<file path="config.mk">
export PLATFORM = sky130hd
export DESIGN_NAME = phy_link_ctrl
export DESIGN_NICKNAME = d
export VERILOG_FILES = /design/src/rtl/phy_link_ctrl.sv
export SDC_FILE = /design/constraint.sdc
export NUM_CORES = 1
export LEC_CHECK = 0
export BUFFER_PORTS_ARGS = -buffer_cell sky130_fd_sc_hd__buf_2
export CORE_ASPECT_RATIO = 0.75
export CORE_UTILIZATION = 37
export CTS_CLUSTER_SIZE = 25
export DETAILED_ROUTE_END_ITERATION = 10
export PLACE_DENSITY_LB_ADDON = 0.08
export SETUP_SLACK_MARGIN = 0.02
export SYNTH_ARGS = -nofsm -noshare
export SYNTH_HDL_FRONTEND = slang
export SYNTH_SLANG_ARGS = --single-unit
</file>
<file path="constraint.sdc">
create_clock -name clk_f -period 1.9 [get_ports clk_f]
set_input_delay 0.19 -clock clk_f [delete_from_list [all_inputs] [get_ports clk_f]]
set_output_delay 0.19 -clock clk_f [all_outputs]
set_load 0.02 [all_outputs]
</file>
<file path="src/rtl/phy_link_ctrl.sv">
// phy_link_ctrl: two-lane PHY link-training sequencer; define LANE_DEGRADE_EN to allow single-lane fallback at timeout
module phy_link_ctrl #(
  parameter int LOCK_TIMEOUT  = 64,
  parameter int STABLE_CYCLES = 4,
  parameter int MAX_RETRIES   = 3,
  parameter int CNT_W         = 8,
  parameter int RETRY_W       = 2
) (
  input  logic               clk_f,
  input  logic               reset,
  input  logic               active_lane_0,
  input  logic               active_lane_1,
  input  logic               valid_in,
  output logic               tx_train,
  output logic               link_up,
  output logic               valid_gated,
  output logic [1:0]         lane_mask,
  output logic [2:0]         state,
  output logic [RETRY_W-1:0] retrain_count,
  output logic               link_error
);
  typedef enum logic [2:0] {
    S_RESET   = 3'd0,
    S_TRAIN   = 3'd1,
    S_STABLE  = 3'd2,
    S_LINK_UP = 3'd3,
    S_RECOVER = 3'd4,
    S_ERROR   = 3'd5
  } state_t;
  state_t state_q, state_d;
  logic [CNT_W-1:0] timer_q, timer_d, stable_q, stable_d;
  logic [RETRY_W-1:0] retry_q, retry_d;
  logic [1:0] mask_q, mask_d;
  logic tx_q, tx_d, up_q, up_d, err_q, err_d;
  logic locked, timeout, at_max;
  assign locked  = &({active_lane_1, active_lane_0} | ~mask_q);
  assign timeout = timer_q == CNT_W'(LOCK_TIMEOUT - 1);
  assign at_max  = retry_q == RETRY_W'(MAX_RETRIES);
  always_comb begin
    state_d  = state_q;
    timer_d  = timer_q;
    stable_d = stable_q;
    retry_d  = retry_q;
    mask_d   = mask_q;
    case (state_q)
      S_RESET: begin
        state_d = S_TRAIN;
        timer_d = '0;
      end
      S_TRAIN: begin
        timer_d = timer_q + 1'b1;
        if (locked) begin
          state_d  = S_STABLE;
          stable_d = '0;
        end else if (timeout) begin
          timer_d = '0;
`ifdef LANE_DEGRADE_EN
          if (active_lane_0 ^ active_lane_1) begin
            mask_d   = {active_lane_1, active_lane_0};
            state_d  = S_STABLE;
            stable_d = '0;
          end else
`endif
          if (at_max) state_d = S_ERROR;
          else retry_d = retry_q + 1'b1;
        end
      end
      S_STABLE: begin
        if (!locked) state_d = S_TRAIN;
        else if (stable_q == CNT_W'(STABLE_CYCLES - 1)) state_d = S_LINK_UP;
        else stable_d = stable_q + 1'b1;
      end
      S_LINK_UP: state_d = locked ? S_LINK_UP : S_RECOVER;
      S_RECOVER: begin
        if (at_max) state_d = S_ERROR;
        else begin
          state_d = S_TRAIN;
          retry_d = retry_q + 1'b1;
          timer_d = '0;
          mask_d  = 2'b11;
        end
      end
      S_ERROR: state_d = S_ERROR;
      default: state_d = S_RESET;
    endcase
    // outputs are registered, so they are decoded from the next state
    tx_d  = state_d == S_TRAIN || state_d == S_STABLE || state_d == S_RECOVER;
    up_d  = state_d == S_LINK_UP;
    err_d = state_d == S_ERROR;
  end
  always_ff @(posedge clk_f) begin
    if (reset) begin
      state_q  <= S_RESET;
      timer_q  <= '0;
      stable_q <= '0;
      retry_q  <= '0;
      mask_q   <= 2'b11;
      tx_q     <= 1'b0;
      up_q     <= 1'b0;
      err_q    <= 1'b0;
    end else begin
      state_q  <= state_d;
      timer_q  <= timer_d;
      stable_q <= stable_d;
      retry_q  <= retry_d;
      mask_q   <= mask_d;
      tx_q     <= tx_d;
      up_q     <= up_d;
      err_q    <= err_d;
    end
  end
  assign state         = state_q;
  assign tx_train      = tx_q;
  assign link_up       = up_q;
  assign link_error    = err_q;
  assign lane_mask     = mask_q;
  assign retrain_count = retry_q;
  assign valid_gated   = valid_in & up_q;
endmodule
</file>
==> metrics.log <==
[metrics] CP bufs+invs: 0
[metrics] adder and majority gate portion of the synthesized area: 2.94%
[metrics] status: completed
[metrics] slowest cell on the critical path: dfxtp_1
[metrics] dominant combinational cell family by area after synthesis: simple AND/OR/NAND/NOR gates
[metrics] min-delay src: reset
[metrics] list of most frequent post-synthesis cells: 24 x dfxtp_1, 22 x nor2_1, 9 x nand2_1
[metrics] endpoints failing setup: 0
[metrics] reg2reg start: timer_q[0]$_SDFFE_PP0P_
[metrics] total half-perimeter wirelength after legalization and detailed placement: 1880 um
[metrics] Setup Crit Path Kind: flip-flop to flip-flop
[metrics] Synth Area in Compound Gates: 10.4%
[metrics] number of post-CTS setup repair buffers: 0
[metrics] average cell area after synthesis: 9.04 um^2
[metrics] biggest area contributors in the synthesized netlist: dfxtp_1 38%, nor2_1 6.5%, xnor2_1 4.1%, xor2_1 3.4%, ha_1 2.9%
[metrics] biggest fanout along the worst timing path: 6
[metrics] flops & latches, synth: 24
[metrics] cell count after placement: 191
[metrics] clock-pin transition on the worst setup and hold timing paths: 0.09 ns
[metrics] unrepaired setup endpoints after global routing: false
[metrics] overall die width: 69.8 um
[metrics] buffers from clock root to sink, at most: 2
[metrics] static leakage: 0.000572 uW
[metrics] Top Family by Delay on Critical Path: simple AND/OR/NAND/NOR gates
[metrics] worst IR drop on VDD: 0.000399 V
[metrics] post-synthesis instance area: 1270 um^2
[metrics] Worst R2R End: retrain_count[0]$_SDFFE_PP0P_
[metrics] final-report hold violation count: 0
[metrics] # IOs: 16
[metrics] total congestion overflow after global routing: 0
[metrics] floorplan die height: 52.8 um
[metrics] number of antenna violations at the first check in global routing: 0
[metrics] Crit path required time: 2.05 ns
[metrics] peak per-stage delay on the critical path: 0.37 ns
[metrics] GRT Resource Usage Total: 14.8%
[metrics] number of vias in the routed layout: 1006
[metrics] Residual DRC: 0
[metrics] largest clock skew in the final design: 0.00522 ns
[metrics] library cell occupying the most area in the post-synthesis netlist: dfxtp_1
[metrics] r2r setup slk: 0.17 ns
[metrics] number of clock buffers inserted by TritonCTS: 3
[metrics] worst reg2reg path depth: 5
[metrics] number of antenna cells inserted: 0
[metrics] Critical Path, Cell by Cell: ha_1 -> nor3b_2 -> a41oi_1 -> nor3_2 -> mux2_2
[metrics] top_reg_cell synth: dfxtp_1
[metrics] synthesis-to-layout area growth: 12.2%
[metrics] later-pin clock latency in the skew report: 0.26 ns
[metrics] type of the tightest min-delay check: input pin to flip-flop
[metrics] Placeable Area: 3290 um^2
[metrics] max frequency: 0.577 GHz
[metrics] TritonCTS clock tree: built
[metrics] total of buffers placed on input and output ports: 13
[metrics] floorplan die area: 3690 um^2
[metrics] CP Launch Type: flip-flop
[metrics] fraction of final layout cells sized beyond drive strength 1: 21.3%
[metrics] final instance count without filler cells: 195
[metrics] H-tree level count: 1
[metrics] Gates resized, CTS repair: 0
[metrics] Gate Count Post-Synth: 141
[metrics] Synth Area in Simple Gates: 33.2%
[metrics] number of buffers inserted for hold repair after clock tree synthesis: 0
[metrics] cell depth of the worst min-delay path: 2
[metrics] share of the synthesized area in the top cell type: 37.7%
[metrics] power density over the cells: 670 nW/um^2
[metrics] shortest clock period the worst path allows after layout: 1.73 ns
[metrics] number of flops mapped to enable cells by yosys: 0
[metrics] count of synthesis-stage warnings from yosys: 0
[metrics] total negative slack for setup checks: 0 ns
[metrics] vias in the first global route: 868
[metrics] most frequent cell after synthesis: dfxtp_1
[metrics] initial DRC count: 48
[metrics] number of routed nets with antenna violations: 0
[metrics] Pins Over Slew Limit: 0
[metrics] routability congestion estimate: 0.797
[metrics] clock root buffer: clkbuf_8
[metrics] XOR/XNOR share of the synthesized area: 8.83%
[metrics] starting density of the core: 38.8%
[metrics] drt first pass iters: 4
[metrics] mux share of post-synthesis cell area: 2.45%
[metrics] number of maximum-capacitance constraint violations: 0
[metrics] async set-or-reset flop fraction in the synthesized netlist: 0%
[metrics] Final period util: 91.2%
[metrics] total routed wirelength: 2480 um
[metrics] number of sinks on the clock net: 24
[metrics] WP depth: 5
[metrics] hold path endpoint: state[2]$_SDFF_PP0_
[metrics] category of the worst setup path capture point: flip-flop
[metrics] placement row count: 18
[metrics] worst endpoint data arrival time: 1.89 ns
[metrics] portion of the post-synthesis area used by sequential elements: 37.7%
[metrics] wire length of the first global-routing pass: 4170 um
[metrics] Total Nets Final: 164
[metrics] pin count of the biggest net entering global routing: 14
[metrics] number of vias per cell: 5.16
[metrics] routed len/inst: 12.7 um
[metrics] count of distinct cell types in the synthesized netlist: 46
## cells by family after synthesis
logic type / after synthesis
adders and majority gates: 3
DFF: 24
and+or+nand+nor: 72
other: 1
muxes: 3
xor gates and xnor gates: 12
buffers and inverters: 9
AOI/OAI and AO/OA: 17
## cells in the final DEF, fill, tap and decap left out, drive strengths merged
cell type	netlist	final
dfxtp	24	24
nor2	22	22
buf	5	16
nand2	9	9
nor3	7	7
xnor2	7	7
nand3	6	6
xor2	5	5
and3	4	4
clkbuf	2	4
nor4	4	4
nand2b	3	3
nor2b	3	3
a21oi	3	3
ha	3	3
o21ai	3	3
nand4	3	3
or3b	2	2
a31oi	2	2
inv	2	2
nand4b	2	2
mux2i	2	2
conb	1	2
nor3b	2	2
a211oi	2	2
and2	1	1
a22oi	1	1
and4	1	1
nand3b	1	1
o21bai	1	1
nor4b	1	1
a211o	1	1
a311oi	1	1
and3b	1	1
a41oi	1	1
a32o	1	1
a2111oi	1	1
mux2	1	1
## registers in the layout, indices dropped and copies added (netlist names)
register	count
timer_q	8
link_error	1
tx_train	1
stable_q	8
retrain_count	2
link_up	1
state	3
## stage by stage
| stage | power (uW) | utilization (%) | hold WS, ns | worst slack [ns] | area (um^2) |
|---|---|---|---|---|---|
| floorplan | 602 | - | 0.412 | 0.244 | 1280 |
| global placement | 625 | 41.7 | 0.469 | 0.152 | 1370 |
| detailed placement | 625 | 41.7 | 0.477 | 0.0876 | 1370 |
| CTS | 972 | 43.3 | 0.260 | 0.0744 | 1430 |
| global route | 1010 | 43.5 | 0.268 | 0.0473 | 1430 |
| finish | 958 | 43.5 | 0.262 | 0.166 | 1430 |
## layout make-up
cell class	instances	area [um^2]
clock buffer	4	55.1
fill	335	1860
inverter	2	7.51
multi-input combinational	109	749
sequential	24	480
tap	40	50.0
timing repair buffer	16	87.6
## per-layer routing
layer	vias up	global-route usage [%]	part of all wire [%]
met5	-	0	0
met4	0	2.67	0.48
met3	2	4.81	7.0
met2	35	19.9	37
met1	443	22.5	55
li1	526	-	-
## how the worst max path moves through the flow
stage                                  start                             to
2_1_floorplan  retrain_count[0]$_SDFFE_PP0P_            tx_train$_SDFF_PP0_
3_3_place_gp         timer_q[0]$_SDFFE_PP0P_  retrain_count[0]$_SDFFE_PP0P_
3_5_place_dp         timer_q[0]$_SDFFE_PP0P_  retrain_count[0]$_SDFFE_PP0P_
4_1_cts              timer_q[0]$_SDFFE_PP0P_  retrain_count[0]$_SDFFE_PP0P_
5_1_grt              timer_q[0]$_SDFFE_PP0P_  retrain_count[0]$_SDFFE_PP0P_
6_report             timer_q[0]$_SDFFE_PP0P_  retrain_count[0]$_SDFFE_PP0P_
## report_power, final
group | switching [uW] | internal [uW] | leakage, uW
clock | 160 | 185 | 0.0000288
combinational | 57.0 | 34.6 | 0.000349
sequential | 11.4 | 511 | 0.000194
total | 228 | 730 | 0.000572
No activity file was read; power rests on OpenSTA's default activity.
